[src/rtl/gfx_mem_arbiter.sv]
// gfx_mem_arbiter: four-requester round-robin arbiter for a shared
// graphics memory read port (0=spcon, 1=bg0, 2=bg1, 3=ov).
// One outstanding read at a time: IDLE -> ISSUE -> RESP -> IDLE.
// Optional feature macro: GFX_ARB_TIMEOUT_EN aborts a read that stays in
// ISSUE for TIMEOUT cycles and raises a sticky TIMEOUT_ERR.
//
// state | meaning
// ------+---------------------------------------------------------------
// IDLE  | no transaction; arbitrate among REQ_RVALID starting at ptr
// ISSUE | MEM_RVALID high, MEM_ADDRESS held; waiting for MEM_RREADY
// RESP  | one-cycle REQ_RREADY pulse to GRANT; REQ_RVALID not sampled

module gfx_mem_arbiter #(
    parameter int BITS         = 16,
    parameter int ADDRESS_BITS = 16,
    parameter int TIMEOUT      = 63
) (
    input  logic                      CLK,
    input  logic                      RST,
    input  logic [4*ADDRESS_BITS-1:0] REQ_ADDRESS,
    input  logic [3:0]                REQ_RVALID,
    output logic [3:0]                REQ_RREADY,
    output logic [BITS-1:0]           REQ_DATA,
    output logic [ADDRESS_BITS-1:0]   MEM_ADDRESS,
    output logic                      MEM_RVALID,
    input  logic                      MEM_RREADY,
    input  logic [BITS-1:0]           MEM_DATA,
    output logic [1:0]                GRANT,
    output logic                      TIMEOUT_ERR
);

    localparam logic [1:0] IDLE  = 2'd0;
    localparam logic [1:0] ISSUE = 2'd1;
    localparam logic [1:0] RESP  = 2'd2;

    logic [1:0]              state;
    logic [1:0]              ptr;
    logic [1:0]              winner;
    logic [ADDRESS_BITS-1:0] win_addr;
    logic                    tmo_hit;

    // Round-robin pick: first requester at or after ptr, wrapping 3 -> 0.
    always_comb begin
        logic       found;
        logic [1:0] idx;
        winner = ptr;
        found  = 1'b0;
        idx    = ptr;
        for (int i = 0; i < 4; i++) begin
            idx = ptr + 2'(i);
            if (!found && REQ_RVALID[idx]) begin
                winner = idx;
                found  = 1'b1;
            end
        end
    end

    // Address of the winning requester.
    always_comb begin
        win_addr = '0;
        for (int i = 0; i < 4; i++) begin
            if (winner == 2'(i)) begin
                win_addr = REQ_ADDRESS[i*ADDRESS_BITS +: ADDRESS_BITS];
            end
        end
    end

`ifdef GFX_ARB_TIMEOUT_EN
    localparam int TCNT_W = $clog2(TIMEOUT + 1);

    logic [TCNT_W-1:0] tcnt;
    logic              terr;

    // The abort fires on the TIMEOUT-th ISSUE cycle that sees no MEM_RREADY.
    assign tmo_hit = (state == ISSUE) && !MEM_RREADY &&
                     (tcnt == TCNT_W'(TIMEOUT - 1));

    // ISSUE-cycle counter, cleared on entry; sticky error until reset.
    always_ff @(posedge CLK) begin
        if (RST) begin
            tcnt <= '0;
            terr <= 1'b0;
        end else begin
            if (state == IDLE && |REQ_RVALID) begin
                tcnt <= '0;
            end else if (state == ISSUE) begin
                tcnt <= tcnt + TCNT_W'(1);
            end
            if (tmo_hit) begin
                terr <= 1'b1;
            end
        end
    end

    assign TIMEOUT_ERR = terr;
`else
    assign tmo_hit     = 1'b0;
    assign TIMEOUT_ERR = 1'b0;
`endif

    // Main transaction FSM; grant, address and response data are registered.
    always_ff @(posedge CLK) begin
        if (RST) begin
            state       <= IDLE;
            ptr         <= 2'd0;
            GRANT       <= 2'd0;
            MEM_ADDRESS <= '0;
            REQ_DATA    <= '0;
        end else begin
            case (state)
                IDLE: begin
                    if (|REQ_RVALID) begin
                        GRANT       <= winner;
                        MEM_ADDRESS <= win_addr;
                        state       <= ISSUE;
                    end
                end
                ISSUE: begin
                    if (MEM_RREADY) begin
                        REQ_DATA <= MEM_DATA;
                        state    <= RESP;
                    end else if (tmo_hit) begin
                        REQ_DATA <= '0;
                        state    <= RESP;
                    end
                end
                RESP: begin
                    ptr   <= GRANT + 2'd1;
                    state <= IDLE;
                end
                default: state <= IDLE;
            endcase
        end
    end

    assign MEM_RVALID = (state == ISSUE);

    // One-hot data-valid pulse to the granted requester during RESP.
    always_comb begin
        REQ_RREADY = 4'b0000;
        if (state == RESP) begin
            REQ_RREADY[GRANT] = 1'b1;
        end
    end

endmodule

[config.mk]
export PLATFORM = sky130hd
export DESIGN_NAME = gfx_mem_arbiter
export DESIGN_NICKNAME = d
export VERILOG_FILES = /design/src/rtl/gfx_mem_arbiter.sv
export SDC_FILE = /design/constraint.sdc
export NUM_CORES = 1
export LEC_CHECK = 0
export CAP_MARGIN = 40
export CORE_MARGIN = 2
export CORE_UTILIZATION = 55
export DETAILED_ROUTE_END_ITERATION = 16
export DONT_BUFFER_PORTS = 1
export GPL_TIMING_DRIVEN = 0
export PLACE_DENSITY_LB_ADDON = 0.2
export SLEW_MARGIN = 40
export SYNTH_ARGS = -nofsm -noshare
export SYNTH_HDL_FRONTEND = slang
export SYNTH_SLANG_ARGS = --single-unit
[constraint.sdc]
create_clock -name CLK -period 3.05 [get_ports CLK]
set_clock_uncertainty 0.1 [all_clocks]
set_input_delay 0.61 -clock CLK [delete_from_list [all_inputs] [get_ports CLK]]
set_output_delay 0.61 -clock CLK [all_outputs]
set_load 0.1 [all_outputs]
======== Word-level counts from Yosys, hierarchy flattened ========
Cells that the tools add are included.
word-level totals
  register bits after elaboration ......... 38
  bits in latches ......................... 0
  memory bits (writable) .................. 0
  bits in read-only memories .............. 0
  output and inout port bits .............. 40
  logic and storage cells ................. 59
  memories ................................ 0
cells by class
  $add $sub $neg .......................... 4
  multipliers ............................. 0
  div/mod/pow operators ................... 0
  $lt $le $gt $ge ......................... 6
  equality and inequality tests ........... 7
  shift-type cells ........................ 0
  muxes and demuxes ....................... 24
  bitwise logic cells ..................... 0
  reduce and logical (&&, ||, !) cells .... 13
operators with widths
  cell                                                                number
  2-to-1 mux 16 bit                                                   4
  less-than comparator 2 x 3 -> 1 bit (second input constant)         5
  2-to-1 mux 2 bit                                                    5
  binary-select mux 1 bit (select 2 bit)                              4
  2-to-1 mux 1 bit                                                    8
  equality test 2 bit (second input constant)                         3
  AND reduction 2 bit                                                 3
  adder 2 x 1 -> 2 bit (second input constant)                        2
  adder 2 bit (second input constant)                                 2
  equality test 2 x 1 -> 1 bit (second input constant)                2
  logical AND 1 bit                                                   4
  logical NOT 2 bit                                                   2
  2-to-1 mux 4 bit                                                    1
  one-hot mux 2 bit (2 select lines)                                  1
  OR reduction 4 bit                                                  1
  logical NOT 1 bit                                                   3
  demux 1 bit (select 2 bit)                                          1
  greater-or-equal comparator 2 x 1 -> 1 bit (second input constant)  1
  inequality test 2 x 1 -> 1 bit (second input constant)              1
  inequality test 2 bit (second input constant)                       1

======== Logic depth before layout (Yosys ltp) ========
Gate-level depths: netlist of run 1.
  depth after elaboration ................. 17
  depth in mapped cells ................... 7
  mapped depth without buffers ............ 5

======== Least setup slack after synthesis of run 1 ========
No wires, ideal clock.
  kind .................................... flip-flop to flip-flop
  start ................................... register state[0]
  end ..................................... register REQ_DATA[0]
  arrival time ............................ 2.701 ns
  path slack .............................. 0.178 ns
  cell stages (with the launch flop) ...... 7
  path buffers ............................ 2
  cells stage by stage .................... dfxtp_1 > nor2b_1 > and2_1 > clkbuf_1 > clkbuf_1 > nand2_1 > a21oi_1
on the way
  cells in the longest elaborated chain, start to end .. 2
RTL lines
  what                                  RTL line  text
  start, declared                       36        logic [1:0] state;
  start signal, assigned                104       state <= IDLE;
  start signal, assigned                115       state <= ISSUE;
  start signal, assigned                121       state <= RESP;
  equality test 2 x 1 -> 1 bit          -
  via MEM_RVALID                        25        output logic MEM_RVALID,
  AND reduction 2 bit (no source line)  -
  end signal, assigned                  108       REQ_DATA <= '0;
  end signal, assigned                  120       REQ_DATA <= MEM_DATA;
  end signal, assigned                  123       REQ_DATA <= '0;
  end, declared                         23        output logic [BITS-1:0] REQ_DATA,
The timed path passes the listed nets, and every way through them passes these cells.
A chain may end at the register's enable or synchronous reset.

======== Final worst setup path of run 1 ========
  start ................................... register GRANT[0]
  end ..................................... output REQ_RREADY[0]
on the way
  cells in the longest elaborated chain, start to end .. 5
RTL lines
  what                                                                                                                     RTL line  text
  start, declared                                                                                                          28        output logic [1:0] GRANT,
  start signal, assigned                                                                                                   113       GRANT <= winner;
  less-than comparator 2 x 3 -> 1 bit (implied by the code) or greater-or-equal comparator 2 x 1 -> 1 bit (tied branches)  142       REQ_RREADY[GRANT] = 1'b1;
  logical AND 1 bit (implied by the code)                                                                                  142
  2-to-1 mux 1 bit (implied by the code)                                                                                   142
  demux 1 bit (select 2 bit) *                                                                                             142
  2-to-1 mux 4 bit *                                                                                                       141       if (state == RESP) begin
  end, declared                                                                                                            22        output logic [3:0] REQ_RREADY,
Every way passes the cells marked *; elsewhere a longest branch is shown, timed or not.

==> run metrics, run 1 <==
worst skew pair latency 0.35 ns; Mapped Cells 213; DRT Pass-1 Iters 4; initial core utilization 57.22%; Reg power frac 57.9%; total design power 1506 uW; initial antenna violation count 0; Mapped Area 1909 sq um; hold path start RST; I/O pin cnt 127; drt total wl 4.633 mm; Worst setup SP type flip-flop; Final min period 2.516 ns; Core Area 3337 sq um; first-pass GRT wire length 7.348 mm; DP Cell Count 261; Hold Path Cell Cnt 1; per-cell routed wire length roughly 17 um; IO buf count 0; dpl hpwl 3.675 mm; post-route ant nets 0; CTS tree built; P_sw 612.2 uW; grt ovf 0; hold path endpoint REQ_DATA[6]$_SDFFE_PP0P_; Remaining DRCs 0; largest net degree at the start of global routing 14; outcome complete, no violations; maximum fanout along the worst path 6; Max Cap Viol 0; WHS 0.1987 ns; final hold vios 0; fillcell total 294; PwrDens 697.2 nW/um^2; Die Width roughly 63 um; Worst-path clk slew about 0.12 ns; fmax slightly below 0.4 GHz; fraction of layout cells with a size suffix above 1 27.35%; flops & latches, synth 38; clock share of power 28.7%; final setup vio count 0; row count 21; fin cells between 200 and 300; area of the multi-input gates 1042 sq um; # hold bufs at CTS 0; Setup Fix Bufs, Post-CTS 0; Post-Syn Area per Cell 8.964 sq um; vias in the first global route 1574; clock root cell clkbuf_4; nets 313; vias per inst 5.859; DR vias roughly 1600; Worst R2R Start state[0]$_SDFFE_PP0P_; Worst Hold Class primary input to flip-flop; GRT Util Overall 23.02%; CTS buffer count 5; die area 3959 sq um; crit-path cells inv_1 -> ha_1 -> and2_2; Comb power frac 13.4%; Worst EP required around 2.3 ns; leakage power 0.0007939 uW; WS Path Type flip-flop to output pin; reg2reg end REQ_DATA[2]$_SDFFE_PP0P_; Post-Syn Nets roughly 300; H-tree levels 2; Net Sw Frac 40.64%; VDD IR max 0.4959 mV; Register Area between 800 and 900 sq um; Int Pwr 894.3 uW; Critical Path AT 1.81 ns; CP max stage cell dfxtp_2; sequential share of the synthesized area 39.84%; gp weighted congestion between 0.7 and 0.8; crit-path max cell delay 0.73 ns; Worst setup EP type output pin; fin util 64.75%; reg2reg setup slack between 1 and 1.5 ns; die height 62.92 um; max-slew violations 0; Rel. slew slack 60.33%; period utilization 82.50%; post-synth cell types 28; Ant. Diodes 0; setup TNS 0 ns; area grow syn2layout 13.17%; post-cts sizing count 0; clk buf depth 2; RSZ-0062 raised after global routing false; Worst-Margin Slew 0.5951 ns; FF-to-FF path depth 8; clock sinks 38; 1st-iter DRT viols 113; synth warn 0
## power groups by stage
| stage | clock network (uW) | registers [uW] | logic [uW] |
|---|---|---|---|
| after floorplan | 0 | 862 | 163 |
| after global placement | 0 | 871 | 183 |
| after detailed placement | 0 | 886 | 203 |
| after CTS | 441 | 873 | 204 |
| after global routing | 465 | 877 | 220 |
| final | 432 | 872 | 202 |
## metrics by stage
step                      setup WS (ns)  instance area (sq um)
after detailed placement         0.7768                   2054
final                            0.5337                   2161
after CTS                        0.4903                   2161
after floorplan                  0.1783                   1909
after global routing             0.4215                   2161
after global placement         -0.08702                   1967
## worst max-delay path: cells and delay by family (launching register included)
family | cells | cell delay, ns
DFF | 1 | 0.73
and+or+nand+nor | 1 | 0.35
adders and majority gates | 1 | 0.22
buffers and inverters | 1 | 0.16
## flip-flops by register name, summed over array words and instances, names as in the netlist
| name | cells |
|---|---|
| MEM_ADDRESS | 16 |
| REQ_DATA | 16 |
| GRANT | 2 |
| ptr | 2 |
| state | 2 |
## cell usage after synthesis, drive strengths merged
cell | number | area, sq um
buf | 6 | 76.32
nor2 | 9 | 33.78
and2b | 1 | 8.760
a21oi | 22 | 110.1
o21ai | 2 | 10.01
and2 | 5 | 31.28
o221ai | 16 | 152.7
mux2i | 33 | 330.3
inv | 3 | 11.26
clkbuf | 8 | 31.28
ha | 4 | 50.05
and3b | 1 | 8.760
or4 | 1 | 11.26
nor2b | 5 | 31.28
nand2b | 2 | 12.51
nor3 | 1 | 5.000
dfxtp | 38 | 760.7
a211oi | 1 | 7.510
o221a | 1 | 11.26
a211o | 1 | 8.760
nand2 | 52 | 202.7
conb | 1 | 3.750
## placed cells by master, fill, tap and decap left out, drive strengths merged
| cell | instances |
|---|---|
| a211o | 1 |
| a211oi | 1 |
| a21oi | 22 |
| and2 | 5 |
| and2b | 1 |
| and3b | 1 |
| buf | 8 |
| bufinv | 2 |
| clkbuf | 13 |
| clkinv | 1 |
| conb | 1 |
| dfxtp | 38 |
| ha | 4 |
| inv | 3 |
| mux2i | 33 |
| nand2 | 52 |
| nand2b | 2 |
| nor2 | 9 |
| nor2b | 5 |
| nor3 | 1 |
| o21ai | 2 |
| o221a | 1 |
| o221ai | 16 |
| or4 | 1 |
## logic make-up after synthesis
| kind of cell | Yosys count | synth area share [%] |
|---|---|---|
| and+or+nand+nor | 77 | 18.09 |
| AOI/OAI and AO/OA | 43 | 15.73 |
| DFF | 38 | 39.84 |
| muxes | 33 | 17.30 |
| buffers and inverters | 17 | 6.225 |
| adders and majority gates | 4 | 2.621 |
| other | 1 | 0.1964 |
## area by class of cell
type	count	area share [%]
Multi-Input combinational cell	158	48.23
Sequential cell	38	37.17
Buffer	14	4.980
Clock inverter	3	3.185
Tap cell	46	2.664
Clock buffer	5	1.737
Timing Repair Buffer	2	1.506
Inverter	3	0.5211
## worst max path at each step
stage / startpoint / to / slack (ns) / depth (start not counted)
after floorplan: state[0]$_SDFFE_PP0P_ / REQ_DATA[0]$_SDFFE_PP0P_ / 0.18 / 6
after global placement: state[0]$_SDFFE_PP0P_ / REQ_DATA[13]$_SDFFE_PP0P_ / -0.09 / 5
after detailed placement: REQ_RVALID[3] / MEM_ADDRESS[9]$_SDFFE_PP0P_ / 0.78 / 6
after CTS: GRANT[0]$_SDFFE_PP0P_ / REQ_RREADY[2] / 0.49 / 3
after global routing: GRANT[0]$_SDFFE_PP0P_ / REQ_RREADY[2] / 0.42 / 3
final: GRANT[0]$_SDFFE_PP0P_ / REQ_RREADY[0] / 0.53 / 3
## layer usage
layer / vias to the layer above / wire, um / GRT usage (%)
met3: 6 / 527 / 12.07
met1: 719 / 1637 / 22.94
met4: 0 / 44 / 6.667
li1: 763 / - / -
met2: 88 / 2423 / 41.22
met5: - / 0 / 0
No activity file was read; power rests on OpenSTA's default activity.
==> run 2, diff against run 1 <==
==> constraint.sdc (replaced) <==
create_clock -name CLK -period 2.4 [get_ports CLK]
set_clock_uncertainty 0.1 [all_clocks]
set_input_delay 0.48 -clock CLK [delete_from_list [all_inputs] [get_ports CLK]]
set_output_delay 0.48 -clock CLK [all_outputs]
set_load 0.1 [all_outputs]
==> run 2 against run 1 <==
Net effect:
- sequential cell count is the same
- largest power group unchanged
- clock power shrank 20%
- highest routed layer unchanged
- power grew 12%
- wire length shrank 4.6%
- die area is the same
- sequential share of layout area grew 1.5 points
==> run metrics, run 2 (synthesized netlist as in run 1, its figures left out) <==
grt ovf 0 (unchanged); crit-path cells nor2b_1 -> and2_2 (was inv_1 -> ha_1 -> and2_2); Worst setup EP type output pin (unchanged); Worst R2R Start state[0]$_SDFFE_PP0P_ (unchanged); initial core utilization 57.22% (unchanged); crit-path max cell delay 0.56 ns (was 0.73 ns); dpl hpwl 3.573 mm (was 3.675 mm); WS Path Type flip-flop to output pin (unchanged); final setup vio count 0 (unchanged); Worst setup SP type flip-flop (unchanged); vias per inst 5.805 (was 5.859); Worst-path clk slew 0.12 ns (about the same); CTS tree built (unchanged); PwrDens 810.3 nW/um^2 (was 697.2 nW/um^2); IO buf count 0 (unchanged); FF-to-FF path depth 6 (was 8); DRT Pass-1 Iters 4 (unchanged); Remaining DRCs 0 (unchanged); final hold vios 0 (unchanged); Final min period approximately 2.2 ns; reg2reg end REQ_DATA[1]$_SDFFE_PP0P_ (was REQ_DATA[2]$_SDFFE_PP0P_); commonest non-fill, non-tap cell in the layout nand2_1 (unchanged); per-cell routed wire length 16.55 um (was 17.22 um); WHS 0.07797 ns (was 0.1987 ns); outcome complete, no violations (unchanged); reg2reg setup slack 0.21 ns (was 1.05 ns); Top Registers MEM_ADDRESS: 16 flops, REQ_DATA: 16 flops (unchanged); Worst EP required 1.82 ns (was 2.34 ns); die area 3959 sq um (unchanged); RSZ-0062 raised after global routing true (was false); first-pass GRT wire length 7.514 mm (was 7.348 mm); Buffers & Inverters on Critical Path 0 (was 1); leakage power 0.0007566 uW (was 0.0007939 uW); clock sinks 38 (unchanged); Worst-Margin Slew 0.6753 ns (was 0.5951 ns); max-slew violations 0 (unchanged); fmax 0.4447 GHz; Cell Area, Placed 2022 sq um (was 2054 sq um); hold path start RST (unchanged); VDD IR max 0.4865 mV (was 0.4959 mV); post-route ant nets 0 (unchanged); 1st-iter DRT viols 49 (was 113); H-tree levels 2 (unchanged); CTS buffer count 5 (unchanged); Core Area 3337 sq um (unchanged); area of the multi-input gates 1042 sq um (unchanged); Setup Fix Bufs, Post-CTS 0 (unchanged); worst skew pair latency 0.34 ns (was 0.35 ns); initial antenna violation count 0 (unchanged); gp weighted congestion 0.7367 (was 0.7458); nets 311 (was 313); Critical Path AT 1.67 ns (was 1.81 ns); maximum fanout along the worst path 8 (was 6); die height 62.92 um (unchanged); Design Area, Final 2091 sq um (was 2161 sq um); vias in the first global route 1622 (was 1574); total design power 1694 uW (was 1506 uW); period utilization 93.69%; I/O pin cnt 127 (unchanged); area grow syn2layout 9.502% (was 13.17%); DR vias 1550 (was 1576); row count 21 (unchanged); Worst Hold Class primary input to flip-flop (unchanged); CP max stage cell and2_2 (was dfxtp_2); most frequent cells in the layout nand2_1, mux2i_1, dfxtp_2, a21oi_1, o221ai_1 (was nand2_1, dfxtp_2, mux2i_1, a21oi_1, o221ai_1); GRT Util Overall 23.70% (was 23.02%); largest net degree at the start of global routing 13 (was 14); Rel. slew slack 54.88% (was 60.33%); drt total wl 4.419 mm (was 4.633 mm); Ant. Diodes 0 (unchanged); Register Area 808.3 sq um (was 803.3 sq um); Max Cap Viol 0 (unchanged); clk buf depth 2 (unchanged); clock root cell clkbuf_4 (unchanged); Hold Path Cell Cnt 1 (unchanged); Die Width 62.92 um (unchanged); CP delay by family, top simple AND/OR/NAND/NOR gates (was flip-flops); fillcell total 316 (was 294); hold path endpoint REQ_DATA[6]$_SDFFE_PP0P_ (unchanged); fraction of layout cells with a size suffix above 1 26.70% (was 27.35%)
## run 2: cell count changes in the layout (fill, tap and decap cells not counted), sizes merged
cell,delta
bufinv,-2
clkbuf,+1
buf,-2
clkinvlp,+1
## run 2: report_power, final
| group | internal (uW) | switching, uW | leakage [uW] | total, uW |
|---|---|---|---|---|
| Clock | 141 | 205 | 0.0000343 | 346 |
| Combinational | 102 | 139 | 0.000397 | 241 |
| Sequential | 696 | 411 | 0.000326 | 1110 |
## run 2: final cells by class
| type | count | share of cell area, % |
|---|---|---|
| Multi-Input combinational cell | 158 | 49.85 |
| Sequential cell | 38 | 38.66 |
| Buffer | 14 | 5.147 |
| Tap cell | 46 | 2.753 |
| Clock buffer | 6 | 2.454 |
| Clock inverter | 2 | 0.5984 |
| Inverter | 3 | 0.5386 |
## run 2: timing repair
| action | in CTS | in global routing |
|---|---|---|
| setup endpoints to repair | 0 | 4 |
| hold endpoints to repair | 0 | 0 |
| resized for setup | 0 | 2 |
| hold buffers | 0 | 0 |
## run 2: routing by layer
layer  global-route usage, %  part of all wire (%)
met5                       0                     0
met2                   44.28                    52
met3                   11.89                    11
met1                   23.14                    36
met4                   5.000                  0.79
## run 2: worst max-delay path by stage
stage                          startpoint                         to  slack (ns)  depth (start not counted)
global placement    state[0]$_SDFFE_PP0P_  REQ_DATA[13]$_SDFFE_PP0P_       -0.06                          6
global route        state[1]$_SDFFE_PP0P_              REQ_RREADY[2]       -0.02                          2
detailed placement  state[0]$_SDFFE_PP0P_   REQ_DATA[1]$_SDFFE_PP0P_        0.21                          6
floorplan           state[0]$_SDFFE_PP0P_   REQ_DATA[0]$_SDFFE_PP0P_        0.13                          6
finish              state[1]$_SDFFE_PP0P_              REQ_RREADY[2]        0.15                          2
CTS                 GRANT[1]$_SDFFE_PP0P_              REQ_RREADY[2]       0.007                          2
## run 2: through the flow
step	setup WS (ns)	TNS [ns]	utilization, %	cells
detailed placement	0.2066	0	60.59	259
floorplan	0.1258	0	-	213
CTS	0.006647	0	62.50	267
global placement	-0.06026	-0.5218	59.09	259
finish	0.1515	0	62.65	267
global route	-0.02200	-0.05260	62.65	267
## run 2: worst reg2reg max path, cell delays in order, from the launching register on
cell and delay (ns):
dfxtp_1 0.36, nor2b_4 0.59, and2_1 0.22, clkbuf_1 0.24
clkbuf_1 0.36, nand2_1 0.09, a21oi_1 0.15
